### src/rtl/xform_pkg.sv
// Shared defaults and the sequencer state type for the matrix-transform front end.
package xform_pkg;

   localparam int DEF_DATA_WIDTH = 16;
   localparam int DEF_LANES      = 4;
   localparam int DEF_ROWS       = 3;
   localparam int DEF_CNT_WIDTH  = 16;
   localparam int DEF_BEAT_W     = DEF_LANES * DEF_DATA_WIDTH;

   typedef enum logic [1:0] {
      ST_IDLE   = 2'd0,
      ST_LOAD   = 2'd1,
      ST_STREAM = 2'd2,
      ST_DRAIN  = 2'd3
   } state_t;

endpackage

### src/rtl/axis_reg_slice.sv
// One-deep valid/ready register slice with a tlast sideband.
module axis_reg_slice #(
   parameter int W = 64
) (
   input  logic         clk_i,
   input  logic         rst_ni,
   input  logic [W-1:0] s_data_i,
   input  logic         s_valid_i,
   input  logic         s_last_i,
   output logic         s_ready_o,
   output logic [W-1:0] m_data_o,
   output logic         m_valid_o,
   output logic         m_last_o,
   input  logic         m_ready_i
);

   logic [W-1:0] data_q;
   logic         valid_q;
   logic         last_q;

   // A transfer happens on an edge where valid and ready are both high; a held
   // beat never changes while its consumer stalls.
   assign s_ready_o = !valid_q || m_ready_i;

   always_ff @(posedge clk_i or negedge rst_ni) begin
      if (!rst_ni) begin
         data_q  <= '0;
         valid_q <= 1'b0;
         last_q  <= 1'b0;
      end else if (s_valid_i && s_ready_o) begin
         data_q  <= s_data_i;
         valid_q <= 1'b1;
         last_q  <= s_last_i;
      end else if (m_ready_i) begin
         valid_q <= 1'b0;
         last_q  <= 1'b0;
      end
   end

   assign m_data_o  = data_q;
   assign m_valid_o = valid_q;
   assign m_last_o  = last_q;

endmodule

### src/rtl/xform_frame_ctrl.sv
// Frame sequencer: loads the matrix rows into the coefficient bank, forwards
// vector beats to the datapath and waits for its final result before the next frame.
module xform_frame_ctrl
   import xform_pkg::*;
#(
   parameter int DATA_WIDTH = DEF_DATA_WIDTH,
   parameter int LANES      = DEF_LANES,
   parameter int ROWS       = DEF_ROWS,
   parameter int CNT_WIDTH  = DEF_CNT_WIDTH
) (
   input  logic                               aclk,
   input  logic                               aresetn,
   input  logic [LANES*DATA_WIDTH-1:0]        s_axis_tdata,
   input  logic                               s_axis_tvalid,
   output logic                               s_axis_tready,
   input  logic                               s_axis_tlast,
   output logic [ROWS*LANES*DATA_WIDTH-1:0]   coef_data,
   output logic                               coef_valid,
   output logic [LANES*DATA_WIDTH-1:0]        dp_tdata,
   output logic                               dp_tvalid,
   input  logic                               dp_tready,
   output logic                               dp_tlast,
   input  logic                               dp_done,
   output logic                               busy,
   output logic [CNT_WIDTH-1:0]               frame_cnt,
   output logic                               err_short,
   input  logic                               err_clr,
   output logic [1:0]                         dbg_state
);

   localparam int BEAT_W = LANES * DATA_WIDTH;
   localparam int RCW    = $clog2(ROWS);
   localparam logic [RCW-1:0] LAST_ROW = RCW'(ROWS - 1);

   state_t              state_q, state_d;
   logic [RCW-1:0]      row_cnt_q, row_cnt_d;
   logic [BEAT_W-1:0]   coef_q [ROWS];
   logic [BEAT_W-1:0]   coef_d [ROWS];
   logic                coef_valid_q, coef_valid_d;
   logic [CNT_WIDTH-1:0] cnt_q, cnt_d;
   logic                err_q, err_d, err_set;
   logic                done_q, done_d;
   logic                accept;
   logic                slice_valid, slice_ready;

   assign s_axis_tready = (state_q == ST_IDLE) || (state_q == ST_LOAD) ||
                          ((state_q == ST_STREAM) && slice_ready);
   assign accept = s_axis_tvalid && s_axis_tready;

   always_comb begin
      state_d      = state_q;
      row_cnt_d    = row_cnt_q;
      coef_d       = coef_q;
      coef_valid_d = coef_valid_q;
      cnt_d        = cnt_q;
      done_d       = done_q;
      err_set      = 1'b0;
      slice_valid  = 1'b0;
      case (state_q)
         ST_IDLE: begin
            done_d = 1'b0;
            if (accept) begin
               coef_d[0]    = s_axis_tdata;
               row_cnt_d    = RCW'(1);
               coef_valid_d = 1'b0;
               if (s_axis_tlast) err_set = 1'b1;
               else              state_d = ST_LOAD;
            end
         end
         ST_LOAD: begin
            if (accept) begin
               coef_d[row_cnt_q] = s_axis_tdata;
               row_cnt_d         = row_cnt_q + RCW'(1);
               if (row_cnt_q == LAST_ROW) begin
                  coef_valid_d = 1'b1;
                  if (s_axis_tlast) begin
                     // configuration-only frame: counts as complete, no vectors
                     cnt_d   = cnt_q + CNT_WIDTH'(1);
                     state_d = ST_IDLE;
                  end else begin
                     state_d = ST_STREAM;
                  end
               end else if (s_axis_tlast) begin
                  err_set = 1'b1;
                  state_d = ST_IDLE;
               end
            end
         end
         ST_STREAM: begin
            slice_valid = s_axis_tvalid;
            if (dp_done) done_d = 1'b1;
            if (accept && s_axis_tlast) state_d = ST_DRAIN;
         end
         ST_DRAIN: begin
            if (dp_done) done_d = 1'b1;
            if (!dp_tvalid && done_q) begin
               cnt_d   = cnt_q + CNT_WIDTH'(1);
               done_d  = 1'b0;
               state_d = ST_IDLE;
            end
         end
         default: state_d = ST_IDLE;
      endcase
      // a new short-frame event wins over a simultaneous clear
      err_d = err_set | (err_q & ~err_clr);
   end

   always_ff @(posedge aclk or negedge aresetn) begin
      if (!aresetn) begin
         state_q      <= ST_IDLE;
         row_cnt_q    <= '0;
         coef_q       <= '{default: '0};
         coef_valid_q <= 1'b0;
         cnt_q        <= '0;
         err_q        <= 1'b0;
         done_q       <= 1'b0;
      end else begin
         state_q      <= state_d;
         row_cnt_q    <= row_cnt_d;
         coef_q       <= coef_d;
         coef_valid_q <= coef_valid_d;
         cnt_q        <= cnt_d;
         err_q        <= err_d;
         done_q       <= done_d;
      end
   end

   axis_reg_slice #(.W(BEAT_W)) u_slice (
      .clk_i     (aclk),
      .rst_ni    (aresetn),
      .s_data_i  (s_axis_tdata),
      .s_valid_i (slice_valid),
      .s_last_i  (s_axis_tlast),
      .s_ready_o (slice_ready),
      .m_data_o  (dp_tdata),
      .m_valid_o (dp_tvalid),
      .m_last_o  (dp_tlast),
      .m_ready_i (dp_tready)
   );

   for (genvar r = 0; r < ROWS; r++) begin : g_coef
      assign coef_data[r*BEAT_W +: BEAT_W] = coef_q[r];
   end

   assign coef_valid = coef_valid_q;
   assign frame_cnt  = cnt_q;
   assign err_short  = err_q;
   assign busy       = (state_q != ST_IDLE);
   assign dbg_state  = state_q;

endmodule

### config.mk
export PLATFORM = sky130hd
export DESIGN_NAME = xform_frame_ctrl
export DESIGN_NICKNAME = d
export VERILOG_FILES = /design/src/rtl/xform_pkg.sv /design/src/rtl/axis_reg_slice.sv /design/src/rtl/xform_frame_ctrl.sv
export SDC_FILE = /design/constraint.sdc
export NUM_CORES = 1
export LEC_CHECK = 0
export CORE_ASPECT_RATIO = 0.8
export CORE_MARGIN = 1
export CORE_UTILIZATION = 50
export CTS_CLUSTER_SIZE = 20
export DETAILED_ROUTE_END_ITERATION = 7
export GPL_TIMING_DRIVEN = 0
export PLACE_DENSITY = 0.85
export SKIP_LAST_GASP = 1
export SLEW_MARGIN = 20
export SYNTH_ARGS = -nofsm -noshare
export SYNTH_HDL_FRONTEND = slang
export SYNTH_HIERARCHICAL = 1
export SYNTH_SLANG_ARGS = --single-unit
### constraint.sdc
create_clock -name aclk -period 3.05 [get_ports aclk]
set_input_delay 0.61 -clock aclk [delete_from_list [all_inputs] [get_ports aclk]]
set_output_delay 0.61 -clock aclk [all_outputs]
set_load 0.01 [all_outputs]
# [After elaboration in Yosys (flattened, before gate mapping)]
# Cells that the tools add are included.
[totals] reg_bits=281 latchBits=0 mem_bits_rw=0 rom_bits=0 inputBits=71 n_memories=0
[classes] addsub=2 mul=0 div_mod_pow=0 order_cmp=2 eq_ne=12 shift=0 mux=39 bitwise=4 reduce_logical=21
[op_table] op="192-bit bitwise mux" n=1
[op_table] op="192-bit 2-to-1 mux" n=1
[op_table] op="64-bit demux with 2-bit select" n=1
[op_table] op="64-bit 2-to-1 mux" n=2
[op_table] op="64-bit case mux with 2 select lines" n=1
[op_table] op="16-bit 2-to-1 mux" n=4
[op_table] op="16-bit case mux with 2 select lines" n=1
[op_table] op="2-bit 2-to-1 mux" n=10
[op_table] op="16-bit by 1-bit adder with 16-bit output, second input constant" n=1
[op_table] op="1-bit 2-to-1 mux" n=13
[op_table] op="2-bit inequality test, second input constant" n=5
[op_table] op="2-bit case mux with 4 select lines" n=1
[op_table] op="2-bit nonzero test" n=4
[op_table] op="2-bit == test, second input constant" n=3
[op_table] op="1-bit logical AND" n=6
[op_table] op="6-bit AND reduction" n=1
[op_table] op="5-bit AND reduction" n=1
[op_table] op="2-bit by 1-bit inequality test with 1-bit output, second input constant" n=2
[op_table] op="1-bit case mux with 2 select lines" n=2
[op_table] op="2-bit case mux with 2 select lines" n=1
[op_table] op="4-bit AND reduction" n=1
[op_table] op="3-bit greater-or-equal comparator, second input constant" n=1
[op_table] op="1-bit logical OR" n=3
[op_table] op="3-bit by 1-bit less-than comparator with 1-bit output, second input constant" n=1
[op_table] op="13 further kinds" n=13

# [Logic depth before layout (Yosys ltp)]
[logic_depth] depth_word=8 ltp_mapped=7

# [Hierarchy]
# The synthesis kept the hierarchy.
[by_module_without_submodules] mod="xform_frame_ctrl" n_inst=1 cells_per_inst=514 area_per_inst_um2=8466.9
[by_module_without_submodules] mod="axis_reg_slice" n_inst=1 cells_per_inst=143 area_per_inst_um2=2718.9

# [Least setup slack after synthesis]
# Ideal clock, no wire load.
[synth_timing] kind="input-to-reg" from="input s_axis_tvalid" to="register coef_q (netlist bit coef_data[16])" t_arrival_ps=1580 path_slack_ps=1345 cell_stages=5 path_buffers=2 path_cell_list="and2b_1 > buf_6 > o21ai_4 > buf_2 > mux2_2"
[synth_between] elab_chain_len=3
[synth_rtl] element="start, declared" line_no="xform_frame_ctrl.sv:14" text="input logic s_axis_tvalid,"
[synth_rtl] element="1-bit logical AND *" line_no="xform_frame_ctrl.sv:48" text="assign accept = s_axis_tvalid && s_axis_tready;"
[synth_rtl] element="2-bit inequality test (no source line)"
[synth_rtl] element="3-bit AND reduction (no source line) *"
[synth_rtl] element="end signal, assigned" line_no="xform_frame_ctrl.sv:120" text="coef_q <= coef_d;"
[synth_rtl] element="end, declared" line_no="xform_frame_ctrl.sv:37" text="logic [BEAT_W-1:0] coef_q [ROWS];"
# Every way passes the cells marked *; elsewhere a longest branch is shown, timed or not.
# A chain may end at the register's enable or synchronous reset.

# [Worst setup path in the final report]
[layout_timing] from="input dp_tready" to="output s_axis_tready"
[layout_between] elab_chain_len=3
[layout_rtl] element="start, declared" line_no="xform_frame_ctrl.sv:21" text="input logic dp_tready,"
[layout_rtl] element="1-bit logical OR" line_no="axis_reg_slice.sv:23" text="assign s_ready_o = !valid_q || m_ready_i;"
[layout_rtl] element="via slice_ready" line_no="xform_frame_ctrl.sv:44" text="logic slice_valid, slice_ready;"
[layout_rtl] element="1-bit logical AND" line_no="xform_frame_ctrl.sv:47" text="((state_q == ST_STREAM) && slice_ready);"
[layout_rtl] element="1-bit logical OR" line_no="xform_frame_ctrl.sv:46" text="assign s_axis_tready = (state_q == ST_IDLE) || (state_q == ST_LOAD) ||"
[layout_rtl] element="end, declared" line_no="xform_frame_ctrl.sv:15" text="output logic s_axis_tready,"
# The timed path passes the listed nets, and every way through them passes these cells.

==> reports/metrics.cfg <==
[synthesis]
ys_seq_area_frac = 0.629
synth-edff-count = 0
yosysUniqueCellTypes = 38
synthesis.area_sq_mm = 0.0112
synth_warnings = 6
syn_inst = 657
async_flop_share = 1.00
synth_nets = 732
synth_seq_cells = 281
synth.avg_cell_area_sq_um = 17.0
synth-main-ff-cell = dfrtp_1

[global_routing]
grt.overflow.total = 0
antenna_found_initial = 0
grt_pass1_wl_mm = 43.5
grt_usage = 0.248
grt_max_degree = 101
grt_pass1_vias = 7458

[routing]
first_iter_violations = 230
avgRoutedWirePerCell_microns = 21.1
drt-vias-per-instance = 5.13
highest_layer = met4
drc = 0
dr.pass1.iters = 4
dr_wl_met2_mm = 14.4
ant_nets = 0
drt-total-wl_mm = 28.7
vias = 6977
wl_met1_mm = 11.6
wl_met3_mm = 2.18

[hold_path]
hp-class = primary input to async pin

[pwr]
total_leakage_power_nw = 7.29
power.density_mw_per_mm2 = 1130
peakVddDrop_mv = 0.738
power_mw = 18.2

[place]
gp_congestion = 0.766
portBuffers = 350
placedCellCount = 1309
dp_hpwl_mm = 20.0

[sta]
period_share = 0.872
rsz0062_at_grt = false
setup_viol = 0
hold_viol = 0
slew_headroom = 0.515
min_period_ns = 2.66
fmax_ghz = 0.376
hold_ws_ns = 0.122
fin_tns_setup_ns = 0
finalMaxSlewViolations = 0
skew_ns = 0.0127
tightest_slew_ns = 0.727

[floorplan]
io_pins = 351
die_x_microns = 169
die_y_microns = 136
start_util = 0.515
die_area_sq_mm = 0.0230
coreArea_sq_mm = 0.0217
rows = 48

[worst_setup_path]
worstPathRequired_ns = 2.44
start_kind = primary input
rrSetupSlack_ns = 1.10
end_kind = primary output
path_class = primary input to primary output
crit_path_max_fanout = 5
worst-endpoint-arrival_ns = 2.05
r2r_end = coef_data[22]$_DFFE_PN0P_
rr_startpoint = row_cnt_q[0]$_DFFE_PN0P_
r2r_cells = 5

[clock_tree]
numClockSinks = 281
cts_tree = built
clkTransAtPathRegs_ns = 0.06
ctsHoldBuffers = 0
postCtsSetupBuffers = 0
cts_made_buffers = 28
clockRootBuffer = clkbuf_16
clock_latency_ns = 0.53
htreeDepth = 1
cts-resized-gates = 0
cts_max_path_buffers = 3

[cells_and_area]
antenna_cells = 0
drive_gt1_frac = 0.311
finalNetCount = 1114
n_fill_cell = 1370
area_growth_pct = 43.7
finalNonFillerCells = 1360

[job]
cap_violations = 0

[outcome]
status = finished clean

==> cells in the final DEF (no fill, tap or decap), types with 2 or more instances in the layout <==
cell type / netlist / layout
nand2_1: 9 / 9
and3_1: 3 / 3
clkinv_2: 0 / 4
nand3_1: 10 / 10
buf_6: 13 / 13
xnor2_1: 13 / 13
clkbuf_8: 0 / 8
nand2b_1: 3 / 3
buf_16: 0 / 2
dfrtp_1: 281 / 281
mux2_2: 139 / 139
ha_1: 4 / 4
a21oi_1: 3 / 3
mux2_1: 9 / 9
a211oi_2: 2 / 2
clkdlybuf4s50_1: 0 / 349
clkbuf_1: 1 / 9
o21a_1: 2 / 2
xor2_1: 2 / 2
buf_2: 14 / 14
and2_1: 2 / 2
nand4_1: 8 / 8
inv_1: 6 / 6
clkbuf_16: 0 / 29
o21ai_0: 7 / 7
mux2_4: 109 / 109
bufinv_16: 0 / 2
==> layer usage <==
layer | GRT usage | up-vias
met5 | 0 | -
met4 | 0.0541 | 0
met3 | 0.0768 | 35
met2 | 0.430 | 244
met1 | 0.305 | 3597
li1 | - | 3101
==> sequential cells by signal (all words and copies together) (netlist names), named ones only <==
name and flops:
done_q 1, u_slice/m_valid_o 1, coef_data 192, frame_cnt 16
u_slice/m_data_o 64, err_short 1, u_slice/m_last_o 1, row_cnt_q 2
coef_valid 1, dbg_state 1
==> cell usage after synthesis, types with 6 or more instances <==
library cell	n	area, sq um
nand3_1	10	50.1
nand4_1	8	50.1
xnor2_1	13	114
dfrtp_1	281	7030
mux2_4	109	1640
nand2_1	9	33.8
buf_6	13	146
mux2_2	139	1570
mux2_1	9	101
buf_2	14	70.1
inv_1	6	22.5
o21ai_0	7	35.0
==> power breakdown <==
part	switching [mW]	internal (mW)	total (mW)
registers	1.04	5.51	6.56
clock network	1.39	2.10	3.49
logic	3.05	5.12	8.17
total	5.48	12.7	18.2
==> through the flow <==
step / cell area [sq um] / utilization / setup WS [ns]
2_1_floorplan: 11200 / - / 1.34
3_3_place_gp: 15100 / 0.693 / -10.58
3_5_place_dp: 15100 / 0.696 / 0.422
4_1_cts: 16100 / 0.739 / 0.393
5_1_grt: 16100 / 0.739 / 0.336
6_report: 16100 / 0.739 / 0.392
==> cell families (layout without fill, tap and decap cells) <==
family	count (synthesis)	after routing	synth area share
DFF	281	281	0.629
muxes	258	258	0.296
and+or+nand+nor	46	46	0.0252
buffers and inverters	35	438	0.0224
AOI/OAI and AO/OA	18	18	0.0114
xor gates and xnor gates	15	15	0.0117
adders and majority gates	4	4	0.00447
==> how the worst max path moves through the flow <==
stage / start / endpoint / slack, ns
2_1_floorplan: s_axis_tvalid / coef_data[16]$_DFFE_PN0P_ / 1.34
3_3_place_gp: aresetn / frame_cnt[1]$_DFFE_PN0P_ / -10.58
3_5_place_dp: dp_tready / s_axis_tready / 0.42
4_1_cts: dp_tready / s_axis_tready / 0.39
5_1_grt: dp_tready / s_axis_tready / 0.34
6_report: dp_tready / s_axis_tready / 0.39
==> final cells by class <==
cell class / count / area, sq um / share of cell area
sequential: 281 / 7030 / 0.438
multi-input combinational: 341 / 3900 / 0.243
timing repair buffer: 352 / 3560 / 0.222
clock buffer: 45 / 866 / 0.0539
tap: 300 / 375 / 0.0234
buffer: 29 / 228 / 0.0142
clock inverter: 6 / 80.1 / 0.00498
inverter: 6 / 22.5 / 0.00140
==> worst max-delay path, stage by stage <==
cell	delay, ns
clkdlybuf4s50_1	0.50
nand2b_4	0.17
inv_1	0.04
o21ai_0	0.14
clkdlybuf4s50_1	0.58
(Power assumes the default switching activity.)
